<file path="src/rtl/adder_seq_accumulator.sv">
`default_nettype none
// ============================================================================
//  Module      : adder_seq_accumulator (with helper adder_n)
//  Description : Multi-cycle accumulator that time-shares a single N-bit
//                ripple adder to sum K captured N-bit operands. Intended for
//                Game of Life neighbour counting, where eight 1-bit
//                neighbours are zero-extended to 4 bits and summed serially
//                instead of through an adder tree.
//
//  Ports       : clk      - rising-edge clock
//                rst      - synchronous active-high reset
//                start    - run request, sampled only while ready=1
//                operands - K packed operands, operand i at [N*i +: N]
//                ready    - high only in IDLE
//                busy     - high while accumulating
//                valid    - one-cycle pulse, sum/overflow are final
//                sum      - accumulated result, held until the next run
//                overflow - sticky OR of every adder carry-out in the run
//
//  Build option: SATURATE_EN - when defined, the accumulator clamps to
//                all-ones after the first carry-out of a run and stays there
//                for the rest of that run. Handshake timing is unchanged.
//
//  Revision    : 1.0 - initial release
// ============================================================================

// ----------------------------------------------------------------------------
//  adder_n : plain N-bit ripple-carry adder
//    a, b  - addends          c_in  - carry in
//    sum   - N-bit sum        c_out - carry out of the MSB
// ----------------------------------------------------------------------------
module adder_n #(
    parameter int N = 4
) (
    input  logic [N-1:0] a,
    input  logic [N-1:0] b,
    input  logic         c_in,
    output logic [N-1:0] sum,
    output logic         c_out
);

    logic [N:0] w_carry;

    assign w_carry[0] = c_in;

    for (genvar gi = 0; gi < N; gi++) begin : g_bit
        assign sum[gi]       = a[gi] ^ b[gi] ^ w_carry[gi];
        assign w_carry[gi+1] = (a[gi] & b[gi]) | (w_carry[gi] & (a[gi] ^ b[gi]));
    end

    assign c_out = w_carry[N];

endmodule

// ----------------------------------------------------------------------------
//  adder_seq_accumulator : top level
//    N  >= 1 : operand / accumulator width
//    K  >= 1 : operands per run
//    IW      : operand index width, at least one bit
// ----------------------------------------------------------------------------
module adder_seq_accumulator #(
    parameter int N  = 4,
    parameter int K  = 8,
    parameter int IW = (K > 1) ? $clog2(K) : 1
) (
    input  logic           clk,
    input  logic           rst,
    input  logic           start,
    input  logic [N*K-1:0] operands,
    output logic           ready,
    output logic           busy,
    output logic           valid,
    output logic [N-1:0]   sum,
    output logic           overflow
);

    // Index of the final operand; reaching it in ACCUM ends the run.
    localparam logic [IW-1:0] c_LAST_IDX = IW'(K - 1);

    typedef enum logic [1:0] {
        S_IDLE  = 2'd0,
        S_ACCUM = 2'd1,
        S_DONE  = 2'd2
    } state_t;

    state_t          r_state;
    state_t          w_state_next;

    logic [N*K-1:0]  r_operands;
    logic [N-1:0]    r_acc;
    logic            r_overflow;
    logic [IW-1:0]   r_idx;

    logic [N-1:0]    w_ops [K];
    logic [N-1:0]    w_operand;
    logic [N-1:0]    w_add_sum;
    logic            w_add_cout;
    logic [N-1:0]    w_acc_next;
    logic            w_last;

    // ------------------------------------------------------------------
    //  Operand selection: unpack the captured bus into an array so the
    //  running index picks one operand per cycle.
    // ------------------------------------------------------------------
    for (genvar gk = 0; gk < K; gk++) begin : g_op
        assign w_ops[gk] = r_operands[N*gk +: N];
    end

    assign w_operand = w_ops[r_idx];
    assign w_last    = (r_idx == c_LAST_IDX);

    // ------------------------------------------------------------------
    //  The single shared adder: acc + operand[idx], no carry in.
    // ------------------------------------------------------------------
    adder_n #(
        .N (N)
    ) u_adder (
        .a     (r_acc),
        .b     (w_operand),
        .c_in  (1'b0),
        .sum   (w_add_sum),
        .c_out (w_add_cout)
    );

    // ------------------------------------------------------------------
    //  Next accumulator value. In the saturating build, any carry seen so
    //  far in the run (including this step) pins the accumulator at its
    //  maximum; later adds from that maximum are discarded.
    // ------------------------------------------------------------------
`ifdef SATURATE_EN
    always_comb begin
        w_acc_next = w_add_sum;
        if (r_overflow || w_add_cout) begin
            w_acc_next = {N{1'b1}};
        end
    end
`else
    assign w_acc_next = w_add_sum;
`endif

    // ------------------------------------------------------------------
    //  State register
    // ------------------------------------------------------------------
    always_ff @(posedge clk) begin
        if (rst) begin
            r_state <= S_IDLE;
        end else begin
            r_state <= w_state_next;
        end
    end

    // ------------------------------------------------------------------
    //  Next-state and handshake outputs. Outputs decode the registered
    //  state only, so they are glitch-free with respect to inputs.
    // ------------------------------------------------------------------
    always_comb begin
        w_state_next = r_state;
        ready        = 1'b0;
        busy         = 1'b0;
        valid        = 1'b0;
        case (r_state)
            S_IDLE: begin
                ready = 1'b1;
                if (start) begin
                    w_state_next = S_ACCUM;
                end
            end
            S_ACCUM: begin
                busy = 1'b1;
                if (w_last) begin
                    w_state_next = S_DONE;
                end
            end
            S_DONE: begin
                valid        = 1'b1;
                w_state_next = S_IDLE;
            end
            default: begin
                w_state_next = S_IDLE;
            end
        endcase
    end

    // ------------------------------------------------------------------
    //  Datapath. Operands are captured only on an accepted start, so bus
    //  changes during a run have no effect. sum/overflow are left alone in
    //  IDLE and DONE so the last result stays visible until the next run.
    // ------------------------------------------------------------------
    always_ff @(posedge clk) begin
        if (rst) begin
            r_operands <= '0;
            r_acc      <= '0;
            r_overflow <= 1'b0;
            r_idx      <= '0;
        end else begin
            case (r_state)
                S_IDLE: begin
                    if (start) begin
                        r_operands <= operands;
                        r_acc      <= '0;
                        r_overflow <= 1'b0;
                        r_idx      <= '0;
                    end
                end
                S_ACCUM: begin
                    r_acc      <= w_acc_next;
                    r_overflow <= r_overflow | w_add_cout;
                    // Park the index at 0 after the final add so it never
                    // walks past the last operand.
                    if (w_last) begin
                        r_idx <= '0;
                    end else begin
                        r_idx <= r_idx + IW'(1);
                    end
                end
                default: begin
                end
            endcase
        end
    end

    assign sum      = r_acc;
    assign overflow = r_overflow;

endmodule

`default_nettype wire

</file>
<file path="config.mk">
export PLATFORM = sky130hd
export DESIGN_NAME = adder_seq_accumulator
export DESIGN_NICKNAME = d
export VERILOG_FILES = /design/src/rtl/adder_seq_accumulator.sv
export SDC_FILE = /design/constraint.sdc
export NUM_CORES = 1
export LEC_CHECK = 0
export BUFFER_PORTS_ARGS = -buffer_cell sky130_fd_sc_hd__buf_2
export CAP_MARGIN = 10
export CELL_PAD_IN_SITES_DETAIL_PLACEMENT = 0
export CELL_PAD_IN_SITES_GLOBAL_PLACEMENT = 1
export CORE_ASPECT_RATIO = 1.5
export CORE_MARGIN = 2
export CORE_UTILIZATION = 42
export CTS_CLUSTER_SIZE = 14
export DETAILED_ROUTE_END_ITERATION = 6
export PLACE_DENSITY_LB_ADDON = 0.12
export SLEW_MARGIN = 30
export SYNTH_ARGS = -nofsm -noshare
export SYNTH_HDL_FRONTEND = slang
export SYNTH_HIERARCHICAL = 1
export SYNTH_SLANG_ARGS = --single-unit
</file>
<file path="constraint.sdc">
create_clock -name clk -period 6.93 [get_ports clk]
set_input_delay 1.386 -clock clk [delete_from_list [all_inputs] [get_ports clk]]
set_output_delay 1.386 -clock clk [all_outputs]
set_load 0.01 [all_outputs]
</file>
==> results.py <==
metrics = {
    "timing": {
        "hold_ws_ps": 452,
        "skew_ps": 2.81,
        "final-max-slew-violation-count": 0,
        "fin_crit_sh_pct": 48.5,
        "relSlewSlack_pct": 46.8,
        "rsz0062_at_grt": "false",
        "max_freq_mhz": 298,
        "setup_violations": 0,
        "worst_pin_slew_ps": 799,
        "fin_crit_ps": 3360,
        "setup_tns_ps": 0,
        "hold_viol": 0,
    },
    "cts": {
        "post_cts_resized": 0,
        "path_clk_slew_ps": 80,
        "cts-root-buf": "clkbuf_8",
        "post-cts-setup-buffers": 0,
        "cts_max_path_buffers": 2,
        "clock-sinks": 42,
        "h-tree-depth": 2,
        "cts_buffers": 5,
        "hold_buffers": 0,
        "cts_tree": "done",
        "insertion_delay_ps": 290,
    },
    "drt": {
        "drc": 0,
        "viasPerCell": 5.05,
        "first_pass_iters": 4,
        "route.vias.total": 1510,
        "wl_microns": 3870,
        "wl_per_cell_microns": 12.9,
        "drtIter0Drc": 67,
        "ant_nets": 0,
    },
    "pwr": {
        "ir_drop_v": 0.000153,
        "power_mw": 0.518,
        "p_leak_nw": 0.960,
        "pwr_density_cell_nw_per_um2": 234,
    },
    "yosys": {
        "synth-simple-area-share_pct": 19.0,
        "synthCells": 215,
        "ys_ff_latch": 42,
        "syn_nets": 256,
        "netlist_area_sq_um": 1910,
        "yosysSeqAreaShare_pct": 44.0,
        "synth_xor_area_share_pct": 0,
        "syn_area_per_cell_sq_um": 8.88,
        "synth_top_family_by_area": "simple AND/OR/NAND/NOR gates",
        "synth.area.mux_share_pct": 13.4,
        "yosysWarnings": 6,
        "synth.distinct_cells": 26,
        "synth_compound_area_share_pct": 10.9,
        "synth-adder-area-share_pct": 5.50,
    },
    "worst_setup_path": {
        "r2r-start": "r_idx[0]$_SDFFE_PP0P_",
        "crit_required_ps": 7150,
        "r2r-end": "sum[3]$_SDFFE_PP0P_",
        "r2r_cells": 12,
        "slowest_delay_ps": 620,
        "cpLargestDelayFamily": "adder cells",
        "slowest_stage": "dfxtp_1",
        "reg2reg_slack_ps": 3570,
        "path_class": "flip-flop to flip-flop",
        "cp_cell_sequence": "mux4_1 -> mux2_2 -> fa_1 -> inv_1 -> fa_1 -> inv_1 -> fa_1 -> inv_1 -> fa_1 -> inv_1 -> nand2_1 -> a21oi_1",
        "worstSetupEndpointType": "flip-flop",
        "path_max_fanout": 11,
        "crit_arrival_ps": 3580,
        "cp-start-kind": "flip-flop",
        "cp_num_buf_inv": 4,
    },
    "layout": {
        "nets": 291,
        "seq_area_sq_um": 841,
        "drive_gt1_share_pct": 22.3,
        "multi_input_area_sq_um": 942,
        "diodes": 0,
        "fin_cells": 299,
        "fillers": 476,
        "syn2layout_area_growth_pct": 16.1,
    },
    "global_route": {
        "grtUsageTotal_pct": 17.0,
        "grt_max_degree": 43,
        "grt_pass1_wl_microns": 6530,
        "met3_usage_pct": 3.73,
        "use_met1_pct": 21.1,
        "antenna_found_initial": 0,
        "grt-ovfl-total": 0,
        "grt_pass1_vias": 1389,
        "grt.busiest_layer": "met2",
        "met2_usage_pct": 28.1,
    },
    "die": {
        "die_height_microns": 86.6,
        "pin_count": 43,
        "initial_core_util_pct": 42.7,
        "die_x_microns": 59.1,
        "core_area_sq_um": 4470,
        "dieArea_sq_um": 5110,
        "rows": 30,
    },
    "placed_design": {
        "routabilityCongestion": 0.717,
        "post-dp-hpwl_microns": 2650,
        "placedCellCount": 291,
        "numPortBuffers": 42,
    },
    "hold_path": {
        "hold_path.startpoint": "r_operands[19]$_SDFFE_PP0P_",
        "hold_path.class": "flip-flop to flip-flop",
        "holdPathEnd": "r_operands[19]$_SDFFE_PP0P_",
        "hold-path-cell-count": 2,
    },
    "run": {
        "maxCapViolCount": 0,
    },
    "outcome": {
        "status": "completed",
    },
}
[report_power, final]
part           switching [mW]  total (mW)  internal, mW  leakage, nW
combinational          0.0340      0.0633        0.0292        0.563
sequential             0.0101       0.265         0.255        0.344
clock                  0.0819       0.190         0.108       0.0524
total                   0.126       0.518         0.392        0.960
[metal layers]
metal / wire, microns / up-vias
met3: 154 / 6
met5: 0 / -
met2: 1920 / 34
li1: - / 785
met4: 69 / 0
met1: 1730 / 685
[final cells by class]
type | instances | share of cell area [%]
clock buffer | 7 | 3.44
clock inverter | 1 | 1.36
inverter | 11 | 1.86
multi-input combinational | 146 | 42.5
sequential | 42 | 37.9
tap | 48 | 2.71
timing repair buffer | 44 | 10.2
[metrics by stage]
step           setup WS [ps]  cell area, sq um  utilization (%)
2_1_floorplan           3950              1910                -
3_3_place_gp            3690              2110             47.2
3_5_place_dp            3630              2110             47.2
4_1_cts                 3550              2220             49.6
5_1_grt                 3420              2220             49.6
6_report                3570              2220             49.6
[worst register-to-register path, cell delays in order (launching register included)]
cell	delay (ps)
dfxtp_1	620
mux4_1	620
mux2_2	290
fa_1	380
inv_1	80
fa_1	170
inv_1	50
fa_1	360
inv_1	80
fa_1	400
inv_1	70
nand2_1	40
a21oi_1	130
[flip-flops by register name, indices dropped and copies added (netlist names)]
signal / cells
sum: 4
overflow: 1
r_state: 2
r_operands: 32
r_idx: 3
[synthesized netlist by cell type]
master / n / area, sq um
nor3_1: 1 / 5.00
nand2_1: 69 / 259
nor3b_2: 1 / 12.5
mux2_2: 4 / 45.0
fa_1: 4 / 80.1
mux4_1: 8 / 210
nor3b_1: 1 / 7.51
nor2_1: 3 / 11.3
conb_1: 1 / 3.75
dfxtp_1: 42 / 841
buf_2: 7 / 35.0
a31oi_1: 1 / 6.26
ha_1: 2 / 25.0
nor4b_1: 1 / 8.76
buf_1: 1 / 3.75
o21a_1: 1 / 7.51
a21oi_1: 39 / 195
clkbuf_1: 5 / 18.8
nor2b_1: 1 / 6.26
buf_6: 3 / 33.8
inv_2: 1 / 3.75
or3b_1: 1 / 8.76
inv_1: 10 / 37.5
nand3_1: 6 / 30.0
nand3b_1: 1 / 7.51
nand2b_1: 1 / 6.26
[placed cells by master, fill, tap and decap left out, drive strengths merged, types with 2 or more instances in the layout]
master	n
nor3b	2
nor2	3
clkbuf	7
nand3	6
nand2	69
inv	11
buf	44
dfxtp	42
a21oi	39
mux2	4
fa	4
ha	2
mux4	8
[cells by family after synthesis]
group,Yosys count
and+or+nand+nor,86
DFF,42
AOI/OAI and AO/OA,41
buffers and inverters,27
muxes,12
adders and majority gates,6
other,1
[worst max path at each step]
stage	from	to	slack [ps]	depth (start not counted)
after floorplan	r_idx[0]$_SDFFE_PP0P_	sum[3]$_SDFFE_PP0P_	3950	13
after global placement	r_idx[0]$_SDFFE_PP0P_	sum[3]$_SDFFE_PP0P_	3690	12
after detailed placement	r_idx[0]$_SDFFE_PP0P_	sum[3]$_SDFFE_PP0P_	3630	12
after CTS	r_idx[0]$_SDFFE_PP0P_	sum[3]$_SDFFE_PP0P_	3550	12
after global routing	r_idx[0]$_SDFFE_PP0P_	sum[3]$_SDFFE_PP0P_	3420	12
final	r_idx[0]$_SDFFE_PP0P_	sum[3]$_SDFFE_PP0P_	3570	12
Note: power is estimated with default switching activity, not from simulation.
